<file path="config.mk">
export PLATFORM = sky130hd
export DESIGN_NAME = endec_frame_encoder
export DESIGN_NICKNAME = d
export VERILOG_FILES = /design/src/rtl/endec_frame_encoder.sv
export SDC_FILE = /design/constraint.sdc
export NUM_CORES = 1
export LEC_CHECK = 0
export ABC_AREA = 1
export BUFFER_PORTS_ARGS = -buffer_cell sky130_fd_sc_hd__buf_4
export CAP_MARGIN = 10
export CORE_MARGIN = 1.5
export CORE_UTILIZATION = 32
export DETAILED_ROUTE_END_ITERATION = 6
export SLEW_MARGIN = 5
export SYNTH_ARGS = -nofsm -noshare
export SYNTH_HDL_FRONTEND = slang
export SYNTH_SLANG_ARGS = --single-unit
</file>
<file path="constraint.sdc">
create_clock -name sys_clk -period 5.3 [get_ports sys_clk]
set_input_delay 0.795 -clock sys_clk [delete_from_list [all_inputs] [get_ports sys_clk]]
set_output_delay 0.795 -clock sys_clk [all_outputs]
set_load 0.005 [all_outputs]
</file>
<file path="src/rtl/endec_frame_encoder.sv">
// Frame-based convolutional encoder with runtime K, rate 1/n and generator polynomials.
// Valid/ready on both sides, optional zero-tail termination, o_sym_last marks the frame end.
module endec_frame_encoder #(
  parameter int unsigned MAX_K     = 9,
  parameter int unsigned MAX_RATE  = 3,
  parameter int unsigned FRAME_LEN = 64
) (
  input  logic                      sys_clk,
  input  logic                      rst,
  input  logic                      i_start,
  input  logic [3:0]                i_cfg_k,
  input  logic [1:0]                i_cfg_n,
  input  logic [MAX_RATE*MAX_K-1:0] i_gen_poly,
  input  logic                      i_term_mode,
  input  logic                      i_bit,
  input  logic                      i_bit_valid,
  output logic                      o_bit_ready,
  output logic [MAX_RATE-1:0]       o_sym,
  output logic                      o_sym_valid,
  input  logic                      i_sym_ready,
  output logic                      o_sym_last,
  output logic                      o_busy,
  output logic                      o_err
);

  localparam int unsigned CntW = $clog2(FRAME_LEN + 1);

  typedef enum logic [1:0] {StIdle, StRun, StTail, StDrain} state_e;

  state_e                      state_q;
  logic [3:0]                  k_q;
  logic [1:0]                  n_q;
  logic [MAX_RATE*MAX_K-1:0]   poly_q;
  logic                        mode_q;
  logic [MAX_K-2:0]            sr_q;
  logic [CntW-1:0]             data_cnt_q;
  logic [3:0]                  tail_cnt_q;
  logic [MAX_RATE-1:0]         sym_q;
  logic                        sym_valid_q;
  logic                        sym_last_q;
  logic                        busy_q;
  logic                        err_q;

  logic                        slot_free;
  logic                        xfer;
  logic                        handshake;
  logic                        cfg_ok;
  logic                        enc_bit;
  logic [MAX_K-1:0]            window;
  logic [MAX_K-1:0]            k_mask;
  logic [MAX_RATE-1:0]         enc_sym;

  assign slot_free   = !sym_valid_q || i_sym_ready;
  assign o_bit_ready = (state_q == StRun) && slot_free;
  assign xfer        = i_bit_valid && o_bit_ready;
  assign handshake   = sym_valid_q && i_sym_ready;
  assign cfg_ok      = (i_cfg_k >= 4'd3) && (32'(i_cfg_k) <= MAX_K) &&
                       (i_cfg_n >= 2'd2) && (32'(i_cfg_n) <= MAX_RATE);

  // Tail slots feed zeros through the same encoder path.
  assign enc_bit = (state_q == StRun) ? i_bit : 1'b0;
  assign window  = {sr_q, enc_bit};
  // Shift past MAX_K yields 0, so minus one gives all ones when K == MAX_K.
  assign k_mask  = (MAX_K'(1) << k_q) - MAX_K'(1);

  always_comb begin
    enc_sym = '0;
    for (int j = 0; j < int'(MAX_RATE); j++) begin
      if (j < int'(n_q)) begin
        enc_sym[j] = ^(window & poly_q[j*MAX_K +: MAX_K] & k_mask);
      end
    end
  end

  always_ff @(posedge sys_clk) begin
    if (rst) begin
      state_q     <= StIdle;
      k_q         <= '0;
      n_q         <= '0;
      poly_q      <= '0;
      mode_q      <= 1'b0;
      sr_q        <= '0;
      data_cnt_q  <= '0;
      tail_cnt_q  <= '0;
      sym_q       <= '0;
      sym_valid_q <= 1'b0;
      sym_last_q  <= 1'b0;
      busy_q      <= 1'b0;
      err_q       <= 1'b0;
    end else begin
      err_q <= 1'b0;
      unique case (state_q)
        StIdle: begin
          if (i_start) begin
            if (cfg_ok) begin
              k_q        <= i_cfg_k;
              n_q        <= i_cfg_n;
              poly_q     <= i_gen_poly;
              mode_q     <= i_term_mode;
              sr_q       <= '0;
              data_cnt_q <= '0;
              tail_cnt_q <= '0;
              busy_q     <= 1'b1;
              state_q    <= StRun;
            end else begin
              err_q <= 1'b1;
            end
          end
        end
        StRun: begin
          if (xfer) begin
            sym_q       <= enc_sym;
            sym_valid_q <= 1'b1;
            sr_q        <= {sr_q[MAX_K-3:0], enc_bit};
            data_cnt_q  <= data_cnt_q + CntW'(1);
            if (data_cnt_q == CntW'(FRAME_LEN - 1)) begin
              sym_last_q <= !mode_q;
              state_q    <= mode_q ? StTail : StDrain;
            end else begin
              sym_last_q <= 1'b0;
            end
          end else if (handshake) begin
            sym_valid_q <= 1'b0;
          end
        end
        StTail: begin
          if (slot_free) begin
            sym_q       <= enc_sym;
            sym_valid_q <= 1'b1;
            sr_q        <= {sr_q[MAX_K-3:0], enc_bit};
            tail_cnt_q  <= tail_cnt_q + 4'd1;
            if (tail_cnt_q == k_q - 4'd2) begin
              sym_last_q <= 1'b1;
              state_q    <= StDrain;
            end else begin
              sym_last_q <= 1'b0;
            end
          end
        end
        StDrain: begin
          // Only the last symbol can be pending here.
          if (handshake) begin
            sym_q       <= '0;
            sym_valid_q <= 1'b0;
            sym_last_q  <= 1'b0;
            busy_q      <= 1'b0;
            state_q     <= StIdle;
          end
        end
        default: state_q <= StIdle;
      endcase
    end
  end

  assign o_sym       = sym_q;
  assign o_sym_valid = sym_valid_q;
  assign o_sym_last  = sym_last_q;
  assign o_busy      = busy_q;
  assign o_err       = err_q;

endmodule

</file>
==> results of run 1 <==
[kinds of logic (layout without fill, tap and decap cells)]
logic type,count (synthesis),count (layout),share of synthesized area
AO/OA/AOI/OAI,97,97,0.155
XOR/XNOR,6,6,0.0152
adder cells (fa/ha/maj),8,8,0.0290
buffers and inverters,90,138,0.0986
flip-flops,62,62,0.360
AND/OR/NAND/NOR,271,271,0.343
[tightest hold or removal path, stage by stage, from the launching register on]
cell                      delay, ns
sky130_fd_sc_hd__dfxtp_1       0.33
sky130_fd_sc_hd__inv_1         0.05
sky130_fd_sc_hd__a21oi_1       0.05
[layout make-up]
type                            count  area (um2)
Tap cell                          136         170
Inverter                           74         278
Sequential cell                    62        1240
Clock inverter                      7         123
Fill cell                        1121        6250
Clock buffer                        9         124
Multi-Input combinational cell    382        1870
Timing Repair Buffer               48         360
[routing by layer]
metal,GRT usage,wire length [um],vias to the layer above
met4,0.0571,148,0
met3,0.0322,316,10
met5,0,0,-
met2,0.245,3880,62
li1,-,-,1809
met1,0.215,4350,1529
[state kept, by name (all words and copies together), names as in the netlist]
| register | cells |
|---|---|
| o_sym_valid | 1 |
| sr_q | 8 |
| state_q | 2 |
| k_q | 4 |
| tail_cnt_q | 4 |
| o_err | 1 |
| poly_q | 27 |
| o_sym_last | 1 |
| data_cnt_q | 7 |
| mode_q | 1 |
| n_q | 2 |
| o_busy | 1 |
| o_sym | 3 |
[Yosys cell counts (6+ instances only)]
master / count / area share
sky130_fd_sc_hd__nand2_1: 110 / 0.12
sky130_fd_sc_hd__nor2_1: 80 / 0.087
sky130_fd_sc_hd__inv_1: 72 / 0.078
sky130_fd_sc_hd__dfxtp_1: 62 / 0.36
sky130_fd_sc_hd__nand3_1: 50 / 0.072
sky130_fd_sc_hd__o21ai_0: 48 / 0.070
sky130_fd_sc_hd__a21oi_1: 30 / 0.043
sky130_fd_sc_hd__clkbuf_1: 14 / 0.015
sky130_fd_sc_hd__nand3b_1: 9 / 0.020
sky130_fd_sc_hd__ha_1: 8 / 0.029
sky130_fd_sc_hd__nand4_1: 6 / 0.011
[cells in the final DEF (no fill, tap or decap), types with 2 or more instances in the layout]
| cell | count |
|---|---|
| sky130_fd_sc_hd__nor3_1 | 3 |
| sky130_fd_sc_hd__nor4_1 | 2 |
| sky130_fd_sc_hd__a21oi_2 | 4 |
| sky130_fd_sc_hd__nand3_1 | 50 |
| sky130_fd_sc_hd__nand2_2 | 4 |
| sky130_fd_sc_hd__xor2_1 | 4 |
| sky130_fd_sc_hd__inv_2 | 2 |
| sky130_fd_sc_hd__buf_4 | 48 |
| sky130_fd_sc_hd__nand4_1 | 6 |
| sky130_fd_sc_hd__clkinvlp_4 | 2 |
| sky130_fd_sc_hd__nand3b_1 | 9 |
| sky130_fd_sc_hd__o21ai_0 | 48 |
| sky130_fd_sc_hd__ha_1 | 8 |
| sky130_fd_sc_hd__bufinv_16 | 3 |
| sky130_fd_sc_hd__dfxtp_1 | 62 |
| sky130_fd_sc_hd__clkinv_4 | 2 |
| sky130_fd_sc_hd__xnor2_1 | 2 |
| sky130_fd_sc_hd__a211oi_1 | 4 |
| sky130_fd_sc_hd__nor2_1 | 80 |
| sky130_fd_sc_hd__inv_1 | 72 |
| sky130_fd_sc_hd__o21ai_1 | 4 |
| sky130_fd_sc_hd__nand2_1 | 110 |
| sky130_fd_sc_hd__a21oi_1 | 30 |
| sky130_fd_sc_hd__clkbuf_8 | 9 |
[stage by stage]
| step | setup slack (ns) | area, um2 | hold WS, ns | cells | util |
|---|---|---|---|---|---|
| 4_1_cts | 2.53 | 4170 | 0.476 | 718 | 0.400 |
| 5_1_grt | 2.26 | 4170 | 0.503 | 718 | 0.400 |
| 2_1_floorplan | 3.30 | 3450 | 0.424 | 534 | - |
| 3_5_place_dp | 2.22 | 3920 | 0.465 | 702 | 0.376 |
| 6_report | 2.54 | 4170 | 0.475 | 718 | 0.400 |
| 3_3_place_gp | 2.27 | 3920 | 0.447 | 702 | 0.376 |
[power groups by stage]
| stage | Sequential (mW) | Clock (mW) | Combinational [mW] |
|---|---|---|---|
| floorplan | 0.567 | 0 | 0.335 |
| global placement | 0.578 | 0 | 0.453 |
| detailed placement | 0.580 | 0 | 0.461 |
| CTS | 0.569 | 0.523 | 0.464 |
| global route | 0.578 | 0.546 | 0.521 |
| finish | 0.569 | 0.513 | 0.461 |
[worst paths after layout]
| check | startpoint | endpoint | slack (ns) | cells past startpoint |
|---|---|---|---|---|
| setup / recovery | state_q[0]$_SDFFE_PP0P_ | data_cnt_q[3]$_SDFFE_PP0P_ | 2.54 | 9 |
| hold / removal | poly_q[23]$_SDFFE_PP0P_ | poly_q[23]$_SDFFE_PP0P_ | 0.47 | 2 |
| setup reg to reg | state_q[0]$_SDFFE_PP0P_ | data_cnt_q[3]$_SDFFE_PP0P_ | 2.54 | 9 |
| hold reg to reg | poly_q[23]$_SDFFE_PP0P_ | poly_q[23]$_SDFFE_PP0P_ | 0.47 | 2 |
==> results.rst, run 1 <==
.. list-table::
   :header-rows: 1

   * - Metric
     - Value
   * - Internal power summed over all cells
     - 1.00 mW
   * - Synthesis-to-finish area growth
     - 20.7%
   * - Antenna-violating nets left
     - 0
   * - Number of vias after detailed routing
     - 3410
   * - Starting density of the core
     - 0.331
   * - All-layer global routing usage
     - 0.157
   * - YS warnings
     - 0
   * - Post-CTS setup buffer count
     - 0
   * - Ys flop type
     - sky130_fd_sc_hd__dfxtp_1
   * - Unrepaired setup endpoints after global routing
     - false
   * - Data arrival time of the critical path
     - 3.03 ns
   * - GRT Residual Overflow
     - 0
   * - Post-CTS Resized
     - 0
   * - Share of the cycle needed by the critical path after routing
     - 0.521
   * - Slowest cell on crit path
     - sky130_fd_sc_hd__nand2_1
   * - Root buffer selected by CTS
     - sky130_fd_sc_hd__clkbuf_8
   * - Cell family contributing the most delay on the critical path
     - buffers and inverters
   * - Crit. End Element
     - register
   * - Gate count after technology mapping
     - 534
   * - Quantity of I/O buffers inserted on ports
     - 47
   * - Share of the yosys chip area belonging to registers
     - 0.360
   * - Buf+Inv Stages, Crit Path
     - 3
   * - Period minus WS final
     - 2.76 ns
   * - Number of buffers created by CTS
     - 9
   * - Critical path class
     - register to register
   * - Max-slew headroom at the worst pin
     - 0.355
   * - Maximum level of the CTS H-tree
     - 3
   * - Total of max-cap violations
     - 0
   * - Number of DRC violations after detailed routing
     - 0
   * - TritonCTS clock tree
     - done
   * - Final weighted congestion in routability-driven placement
     - 0.787
   * - Worst-path clk slew
     - 0.07 ns
   * - Overall die area
     - 11400 um2
   * - Run status
     - completed
   * - Clk_skew
     - 0.00723 ns
   * - Number of pins exceeding their max-slew limit in the final report
     - 0
   * - Global-route wire length before repair
     - 14200 um
   * - Highest ir drop seen on vdd
     - 0.156 mV
   * - Net switching power
     - 540 uW
   * - Fraction of final layout cells sized beyond drive strength 1
     - 0.139
   * - Accumulated negative setup slack
     - 0 ns
   * - Final count of hold timing violations
     - 0
   * - Via-per-instance ratio
     - 4.75
   * - Post-Synthesis Cell Area
     - 3450 um2
   * - Post-cts hold buffer count
     - 0
   * - FFs w/ async S/R, synth
     - 0
   * - Synthesized Nets
     - 582
   * - Number of placement rows
     - 37
   * - NumNets Final
     - 625
   * - Sw frac
     - 0.350
   * - Slew @ Worst Pin
     - 0.967 ns
   * - Part of the total power dissipated in the clock network
     - 0.333
   * - Number of DRC markers in iteration 0
     - 169
   * - Initial antenna violation count
     - 0
   * - Required time at the worst-slack endpoint
     - 5.57 ns
   * - CP max stage delay
     - 0.50 ns
   * - Maximum clock insertion buffer count
     - 2
   * - List of cells traversed by the critical path
     - inv_1 -> ha_1 -> inv_1 -> nor2_1 -> nand2_1 -> inv_1 -> a21oi_1 -> o21ai_0 -> a21oi_1
   * - Clock Latency Late Sink
     - 0.34 ns
   * - CORE AREA
     - 10400 um2
   * - Total detailed-routing wirelength
     - 8700 um
   * - Post-Syn Area per Cell
     - 6.46 um2
   * - Classification of the worst-slack hold path
     - register to register
   * - Number of flops mapped to enable cells by yosys
     - 0
   * - Reported leakage power
     - 1.83 nW
   * - Height of the chip
     - 107 um
   * - Cell mode on critical path
     - sky130_fd_sc_hd__inv_1
   * - Pwr dens
     - 371 nW/um2
   * - Width of the die
     - 107 um
   * - Largest net degree at the start of global routing
     - 41
   * - Worst Setup Start Kind
     - register
   * - Number of unique standard cell types used by synthesis
     - 35
   * - I/O pin total
     - 48
   * - Peak clock frequency supported by timing
     - 0.362 GHz
   * - Final setup violation count
     - 0
   * - Post-DR wirelength/cell
     - 12.1 um
   * - Antenna diodes
     - 0
   * - Flop pwr share
     - 0.369
   * - Post-synthesis register bit count
     - 62
   * - Portion of total power attributed to combinational logic
     - 0.299
   * - PnR Total Power
     - 1.54 mW
   * - Number of detailed-route iterations in the first pass
     - 4
   * - Peak fanout along the critical path
     - 27
   * - Clock Sinks
     - 62
   * - Number of global-route vias before repair
     - 3085
   * - DPL Wire Length
     - 6720 um
(Power assumes the default switching activity.)
==> run 2, diff against run 1 <==
==> constraint.sdc (replaced) <==
create_clock -name sys_clk -period 2.5 [get_ports sys_clk]
set_input_delay 0.375 -clock sys_clk [delete_from_list [all_inputs] [get_ports sys_clk]]
set_output_delay 0.375 -clock sys_clk [all_outputs]
set_load 0.005 [all_outputs]
==> run 2 against run 1 <==
  * Global-route usage is 0.50 points higher
  * First-iteration DRC count is 0.59% lower
  * Cell count rose by 1.3%
  * Die area did not move
  * Register-to-register slack got worse by 2.2 ns
  * Sequential power up 110%
  * Maximum frequency is 28% higher
  * Combinational power up 120%
  * Setup slack worse by 2.2 ns
  * Utilization grew 0.46 points
  * Worst hold slack got worse by 0.21 ns
  * Count of clock-buffer cells in the layout grew 1
  * Critical path type unchanged
  * Largest cell class unchanged
==> results.rst, run 2 (synthesized netlist as in run 1, its figures left out) <==
.. list-table::
   :header-rows: 1

   * - Metric
     - Value
   * - All-layer global routing usage
     - 0.162
   * - CORE AREA
     - 10400 um2
   * - Clock Latency Late Sink
     - 0.34 ns
   * - Buf+Inv Stages, Crit Path
     - 2
   * - Via-per-instance ratio
     - 4.80
   * - Number of vias after detailed routing
     - 3492
   * - DPL Wire Length
     - 6910 um
   * - Total of max-cap violations
     - 0
   * - Maximum level of the CTS H-tree
     - 3
   * - Number of placement rows
     - 37
   * - Accumulated negative setup slack
     - 0 ns
   * - Required time at the worst-slack endpoint
     - 2.79 ns
   * - Final setup slack of the worst path
     - 0.337 ns
   * - Max-slew headroom at the worst pin
     - 0.641
   * - Pwr dens
     - 768 nW/um2
   * - Startpoint of the tightest hold check path
     - i_start
   * - Run status
     - completed
   * - Most frequent cells in the layout
     - sky130_fd_sc_hd__nand2_1 (110), sky130_fd_sc_hd__nor2_1 (79), sky130_fd_sc_hd__inv_1 (72), sky130_fd_sc_hd__dfxtp_1 (61), sky130_fd_sc_hd__buf_4 (57)
   * - Classification of the worst-slack hold path
     - primary input to register
   * - CP max stage delay
     - 0.37 ns
   * - List of cells traversed by the critical path
     - nor2_2 -> nand2_2 -> ha_1 -> inv_1 -> nand3_1 -> o21ai_0 -> nand2_1 -> nand2_1 -> nand2_1 -> nand2_1 -> nand2_1 -> nand2_1 -> nand2_1 -> inv_1 -> nand2_1 -> nand2_1 -> nand2_1 -> a21oi_2
   * - Total area of multi-input combinational cells
     - 1870 um2
   * - Overall die area
     - 11400 um2
   * - Root buffer selected by CTS
     - sky130_fd_sc_hd__clkbuf_8
   * - Number of DRC markers in iteration 0
     - 168
   * - Clock Sinks
     - 62
   * - Highest ir drop seen on vdd
     - 0.238 mV
   * - Initial antenna violation count
     - 0
   * - Critical path class
     - register to register
   * - Timing endpoint of the critical path
     - o_sym[0]$_SDFFE_PP0P_
   * - Top register by number of flip-flops
     - poly_q
   * - GRT Residual Overflow
     - 0
   * - Number of global-route vias before repair
     - 3240
   * - Share of the cycle needed by the critical path after routing
     - 0.865
   * - Antenna diodes
     - 0
   * - Final count of hold timing violations
     - 0
   * - Clk_skew
     - 0.00863 ns
   * - Worst Setup Start Kind
     - register
   * - Antenna-violating nets left
     - 0
   * - Crit. End Element
     - register
   * - Number of flip-flops in the largest register
     - 27
   * - Cell mode on critical path
     - sky130_fd_sc_hd__nand2_1
   * - Setup Slack @ Placement
     - 0.243 ns
   * - Final weighted congestion in routability-driven placement
     - 0.881
   * - Crit path from
     - k_q[0]$_SDFFE_PP0P_
   * - Maximum clock insertion buffer count
     - 2
   * - Total detailed-routing wirelength
     - 8830 um
   * - Final setup violation count
     - 0
   * - I/O pin total
     - 48
   * - Starting density of the core
     - 0.331
   * - PnR Total Power
     - 3.23 mW
   * - Number of DRC violations after detailed routing
     - 0
   * - Cell count along the critical path
     - 18
   * - NumNets Final
     - 634
   * - Finished Core Util
     - 0.405
   * - Data arrival time of the critical path
     - 2.45 ns
   * - Number of detailed-route iterations in the first pass
     - 5
   * - Reported leakage power
     - 1.87 nW
   * - Peak clock frequency supported by timing
     - 0.462 GHz
   * - Most frequent standard cell in the layout excluding fill and tap cells
     - sky130_fd_sc_hd__nand2_1
   * - Reg-to-reg critical path startpoint
     - k_q[0]$_SDFFE_PP0P_
   * - Cell family contributing the most delay on the critical path
     - simple AND/OR/NAND/NOR gates
   * - Largest registers
     - poly_q: 27 flops, sr_q: 8 flops, data_cnt_q: 7 flops
   * - Critical register-to-register path endpoint
     - o_sym[0]$_SDFFE_PP0P_
   * - Fraction of final layout cells sized beyond drive strength 1
     - 0.156
   * - Reg2reg setup slack
     - 0.34 ns
   * - Number of pins exceeding their max-slew limit in the final report
     - 0
   * - Period minus WS final
     - 2.16 ns
   * - Slew @ Worst Pin
     - 0.525 ns
   * - Quantity of I/O buffers inserted on ports
     - 47
   * - Largest net degree at the start of global routing
     - 24
   * - Slowest cell on crit path
     - sky130_fd_sc_hd__dfxtp_1
   * - Width of the die
     - 107 um
   * - Storage cell area
     - 1240 um2
   * - Worst-path clk slew
     - 0.08 ns
   * - Synthesis-to-finish area growth
     - 22.1%
   * - TritonCTS clock tree
     - done
   * - Peak fanout along the critical path
     - 6
   * - Unrepaired setup endpoints after global routing
     - false
   * - Height of the chip
     - 107 um
   * - Post-DR wirelength/cell
     - 12.1 um
   * - R2R depth
     - 18
   * - Number of buffers created by CTS
     - 9
   * - Fill count
     - 1114
   * - Global-route wire length before repair
     - 14700 um
## run 2: area by class of cell
| type | instances | area share |
|---|---|---|
| tap | 136 | 0.0404 |
| clock inverter | 6 | 0.0202 |
| sequential | 62 | 0.295 |
| multi-input combinational | 382 | 0.444 |
| clock buffer | 10 | 0.0327 |
| inverter | 74 | 0.0659 |
| timing repair buffer | 57 | 0.102 |
## run 2: worst min-delay path: stages
cell	delay (ns)
sky130_fd_sc_hd__buf_4	0.10
sky130_fd_sc_hd__nand3_1	0.07
sky130_fd_sc_hd__inv_1	0.05
## run 2: worst min-delay path by stage
stage,end,slack [ns],depth (start not counted)
floorplan,poly_q[14]$_SDFFE_PP0P_,0.42,2
global placement,poly_q[14]$_SDFFE_PP0P_,0.45,2
detailed placement,poly_q[14]$_SDFFE_PP0P_,0.45,2
CTS,o_err$_SDFF_PP0_,0.26,3
global route,o_err$_SDFF_PP0_,0.28,3
finish,o_err$_SDFF_PP0_,0.27,3
## run 2: power breakdown
| part | internal (mW) | switching (mW) |
|---|---|---|
| logic | 0.395 | 0.634 |
| clock network | 0.585 | 0.418 |
| registers | 1.11 | 0.0924 |
| total | 2.09 | 1.14 |
## run 2: what timing repair did
item / in CTS / in global routing
setup endpoints to repair: 0 / 2
hold endpoints to repair: 0 / 0
hold buffers: 0 / 0
gates resized for setup: 0 / 2
buffers inserted: 0 / 2
## run 2: per-stage QoR
stage                     cells  instance area [um2]  hold slack [ns]
final                       727                 4210            0.269
after global routing        727                 4210            0.278
after CTS                   725                 4200            0.258
after detailed placement    709                 3970            0.445
after global placement      709                 3970            0.448
after floorplan             534                 3450            0.424
## run 2: per-layer routing
metal	up-vias	track usage	share of wire
met5	-	0	0
met4	0	0.0552	0.014
met3	9	0.0359	0.046
met2	57	0.265	0.46
met1	1600	0.211	0.48
li1	1826	-	-
==> run 3, diff against run 2 <==
--- a/config.mk
+++ b/config.mk
@@ -5,7 +5,6 @@
 export SDC_FILE = /design/constraint.sdc
 export NUM_CORES = 1
 export LEC_CHECK = 0
-export ABC_AREA = 1
 export BUFFER_PORTS_ARGS = -buffer_cell sky130_fd_sc_hd__buf_4
 export CAP_MARGIN = 10
 export CORE_MARGIN = 1.5
==> run 3 against run 2 <==
  * Flip-flop and latch count stayed put
  * Count of clock-buffer cells in the layout grew 2
  * Wire length decreased by 10%
  * Combinational power shrank 15%
  * Global-route usage shrank 0.24 points
  * Cell count decreased by 20%
  * Highest routed layer unchanged
==> results.rst, run 3 <==
.. list-table::
   :header-rows: 1

   * - Metric
     - Value
   * - Reg2reg setup slack
     - 0.06 ns
   * - Highest ir drop seen on vdd
     - 0.307 mV
   * - Antenna diodes
     - 0
   * - Slew @ Worst Pin
     - 0.567 ns
   * - Final setup slack of the worst path
     - 0.0556 ns
   * - Root buffer selected by CTS
     - sky130_fd_sc_hd__clkbuf_8
   * - Cell types with the largest area share after synthesis
     - sky130_fd_sc_hd__dfxtp_1 (39%), sky130_fd_sc_hd__nand2_1 (10%), sky130_fd_sc_hd__xnor3_1 (8.5%), sky130_fd_sc_hd__a21oi_1 (7.4%), sky130_fd_sc_hd__nor2_1 (3.9%)
   * - Reg-to-reg critical path startpoint
     - k_q[3]$_SDFFE_PP0P_
   * - Post-Synthesis Cell Area
     - 3180 um2
   * - NumNets Final
     - 491
   * - Period minus WS final
     - 2.44 ns
   * - GRT Residual Overflow
     - 0
   * - Data arrival time of the critical path
     - 2.69 ns
   * - Total of max-cap violations
     - 0
   * - Share of the cycle needed by the critical path after routing
     - 0.978
   * - Initial antenna violation count
     - 0
   * - FFs w/ async S/R, synth
     - 0
   * - Worst-path clk slew
     - 0.07 ns
   * - Antenna-violating nets left
     - 0
   * - All-layer global routing usage
     - 0.160
   * - I/O pin total
     - 48
   * - Global-route wire length before repair
     - 12900 um
   * - Count leader, synth
     - sky130_fd_sc_hd__nand2_1
   * - Most frequent standard cell in the layout excluding fill and tap cells
     - sky130_fd_sc_hd__nand2_1
   * - Final setup violation count
     - 0
   * - Clock Latency Late Sink
     - 0.35 ns
   * - Critical register-to-register path endpoint
     - o_sym[1]$_SDFFE_PP0P_
   * - Number of DRC markers in iteration 0
     - 220
   * - Library cell with the largest summed area after synthesis
     - sky130_fd_sc_hd__dfxtp_1
   * - Unrepaired setup endpoints after global routing
     - true
   * - Ys flop type
     - sky130_fd_sc_hd__dfxtp_1
   * - Number of buffers created by CTS
     - 9
   * - Fraction of final layout cells sized beyond drive strength 1
     - 0.192
   * - Top Usage Layer GRT
     - met2
   * - Required time at the worst-slack endpoint
     - 2.74 ns
   * - Total instance count after detailed placement
     - 563
   * - Synthesis-to-finish area growth
     - 25.7%
   * - Max-slew headroom at the worst pin
     - 0.618
   * - Timing endpoint of the critical path
     - o_sym[1]$_SDFFE_PP0P_
   * - Crit path from
     - k_q[3]$_SDFFE_PP0P_
   * - Total detailed-routing wirelength
     - 7950 um
   * - TritonCTS clock tree
     - done
   * - Largest net degree at the start of global routing
     - 53
   * - DPL Wire Length
     - 5780 um
   * - Width of the die
     - 103 um
   * - Finished Core Util
     - 0.411
   * - Most frequent cells in the layout
     - sky130_fd_sc_hd__nand2_1 (85), sky130_fd_sc_hd__buf_4 (66), sky130_fd_sc_hd__dfxtp_1 (61), sky130_fd_sc_hd__a21oi_1 (47), sky130_fd_sc_hd__nor2_1 (32)
   * - Largest registers
     - poly_q: 27 flops, sr_q: 8 flops, data_cnt_q: 7 flops
   * - Number of flip-flops in the largest register
     - 27
   * - Maximum level of the CTS H-tree
     - 3
   * - YS warnings
     - 0
   * - Number of unique standard cell types used by synthesis
     - 46
   * - Final weighted congestion in routability-driven placement
     - 0.886
   * - Starting density of the core
     - 0.327
   * - Met3 demand-to-capacity share in global routing
     - 0.0393
   * - Number of global-route vias before repair
     - 2599
   * - Share of the yosys chip area belonging to registers
     - 0.390
   * - Setup Slack @ Placement
     - -0.116 ns
   * - Peak fanout along the critical path
     - 4
   * - Critical path class
     - register to register
   * - Placement-stage cell area
     - 3760 um2
   * - Quantity of I/O buffers inserted on ports
     - 47
   * - Met1 Resource Use GR
     - 0.215
   * - Gate count after technology mapping
     - 387
   * - Post-synthesis register bit count
     - 62
   * - CORE AREA
     - 9730 um2
   * - Post-Syn Area per Cell
     - 8.23 um2
   * - Top register by number of flip-flops
     - poly_q
   * - Height of the chip
     - 103 um
   * - Pwr dens
     - 745 nW/um2
   * - Overall die area
     - 10600 um2
   * - Hold Path Stages
     - 3
   * - Number of placement rows
     - 36
   * - Post-DR wirelength/cell
     - 13.7 um
   * - Peak clock frequency supported by timing
     - 0.409 GHz
   * - Clk_skew
     - 0.0107 ns
   * - Clock Sinks
     - 62
   * - Non-filler cells in the finished layout
     - 581
   * - Commonest cells in the netlist
     - sky130_fd_sc_hd__nand2_1 (85), sky130_fd_sc_hd__dfxtp_1 (62), sky130_fd_sc_hd__a21oi_1 (47)
   * - Worst Setup Start Kind
     - register
   * - Run status
     - completed
   * - Maximum clock insertion buffer count
     - 2
   * - Final count of hold timing violations
     - 0
   * - Global-route met2 utilization
     - 0.250
   * - Number of DRC violations after detailed routing
     - 0
   * - Number of flops mapped to enable cells by yosys
     - 0
   * - Reported leakage power
     - 1.68 nW
   * - Post-synth top area share
     - 0.390
   * - R2R depth
     - 9
   * - Number of detailed-route iterations in the first pass
     - 4
   * - Number of pins exceeding their max-slew limit in the final report
     - 0
   * - Number of vias after detailed routing
     - 2868
   * - Via-per-instance ratio
     - 4.94
   * - Crit. End Element
     - register
   * - Final design instance area without fill
     - 4000 um2
   * - Synthesized Nets
     - 435
   * - Classification of the worst-slack hold path
     - primary input to register
-- run 3: changes by cell type after synthesis, moves of 5 or more --
cell / change
sky130_fd_sc_hd__a21oi_1: +17
sky130_fd_sc_hd__a22oi_1: +7
sky130_fd_sc_hd__inv_1: -61
sky130_fd_sc_hd__nand2_1: -25
sky130_fd_sc_hd__nand3_1: -37
sky130_fd_sc_hd__nor2_1: -47
sky130_fd_sc_hd__o211ai_1: +5
sky130_fd_sc_hd__o21ai_0: -40
sky130_fd_sc_hd__xnor3_1: +12
sky130_fd_sc_hd__xor2_1: +6
-- run 3: per-layer routing --
| metal | vias up | part of all wire |
|---|---|---|
| met2 | 66 | 0.46 |
| met1 | 1346 | 0.47 |
| met4 | 0 | 0.021 |
| met3 | 13 | 0.048 |
| met5 | - | 0 |
| li1 | 1443 | - |
-- run 3: layout make-up --
| class | count | area [um2] |
|---|---|---|
| clock inverters | 4 | 70.1 |
| well taps | 133 | 166 |
| repair buffers | 67 | 515 |
| flip-flops and latches | 62 | 1240 |
| clock buffers | 12 | 145 |
| multi-input cells | 292 | 1820 |
| fillers | 995 | 5730 |
| inverters | 11 | 41.3 |
-- run 3: kinds of logic (layout without fill, tap and decap cells) --
kind of cell,count (synthesis),after routing,synth area share
multiplexers,1,1,0.00314
adder cells (fa/ha/maj),8,8,0.0314
XOR/XNOR,25,25,0.121
AND/OR/NAND/NOR,169,169,0.246
buffers and inverters,33,94,0.0428
flip-flops,62,62,0.390
AO/OA/AOI/OAI,89,89,0.167
-- run 3: where the power goes --
part | switching, mW | total, mW | internal [mW]
Combinational | 0.487 | 0.877 | 0.390
Clock | 0.388 | 0.974 | 0.586
Sequential | 0.0679 | 1.13 | 1.06
-- run 3: worst max-delay path, cell delays in order (launching register included) --
cell                       delay [ns]
sky130_fd_sc_hd__dfxtp_2         0.35
sky130_fd_sc_hd__nor4_4          0.34
sky130_fd_sc_hd__inv_2           0.08
sky130_fd_sc_hd__ha_4            0.25
sky130_fd_sc_hd__nand3b_1        0.16
sky130_fd_sc_hd__xnor3_1         0.22
sky130_fd_sc_hd__xnor3_1         0.22
sky130_fd_sc_hd__xnor3_1         0.23
sky130_fd_sc_hd__xnor3_1         0.23
sky130_fd_sc_hd__a32o_1          0.26
-- run 3: worst min path at each step --
stage	startpoint	end	slack [ns]
floorplan	poly_q[0]$_SDFFE_PP0P_	poly_q[0]$_SDFFE_PP0P_	0.44
global route	i_gen_poly[11]	poly_q[11]$_SDFFE_PP0P_	0.26
finish	i_gen_poly[24]	poly_q[24]$_SDFFE_PP0P_	0.27
CTS	i_gen_poly[18]	poly_q[18]$_SDFFE_PP0P_	0.27
detailed placement	poly_q[12]$_SDFFE_PP0P_	poly_q[12]$_SDFFE_PP0P_	0.45
global placement	poly_q[12]$_SDFFE_PP0P_	poly_q[12]$_SDFFE_PP0P_	0.45
-- run 3: timing repair --
action	4_1_cts	5_1_grt
hold buffers	0	0
gates resized for setup	2	1
setup buffers	1	1
setup endpoints to repair	1	2
pin swaps	2	2
-- run 3: per-stage QoR --
| step | TNS (ns) | hold slack, ns | total power [mW] |
|---|---|---|---|
| floorplan | 0 | 0.436 | 1.67 |
| global placement | -0.0561 | 0.451 | 1.99 |
| detailed placement | -0.116 | 0.451 | 2.00 |
| CTS | 0 | 0.266 | 2.99 |
| global route | -0.0939 | 0.265 | 3.16 |
| finish | 0 | 0.274 | 2.98 |
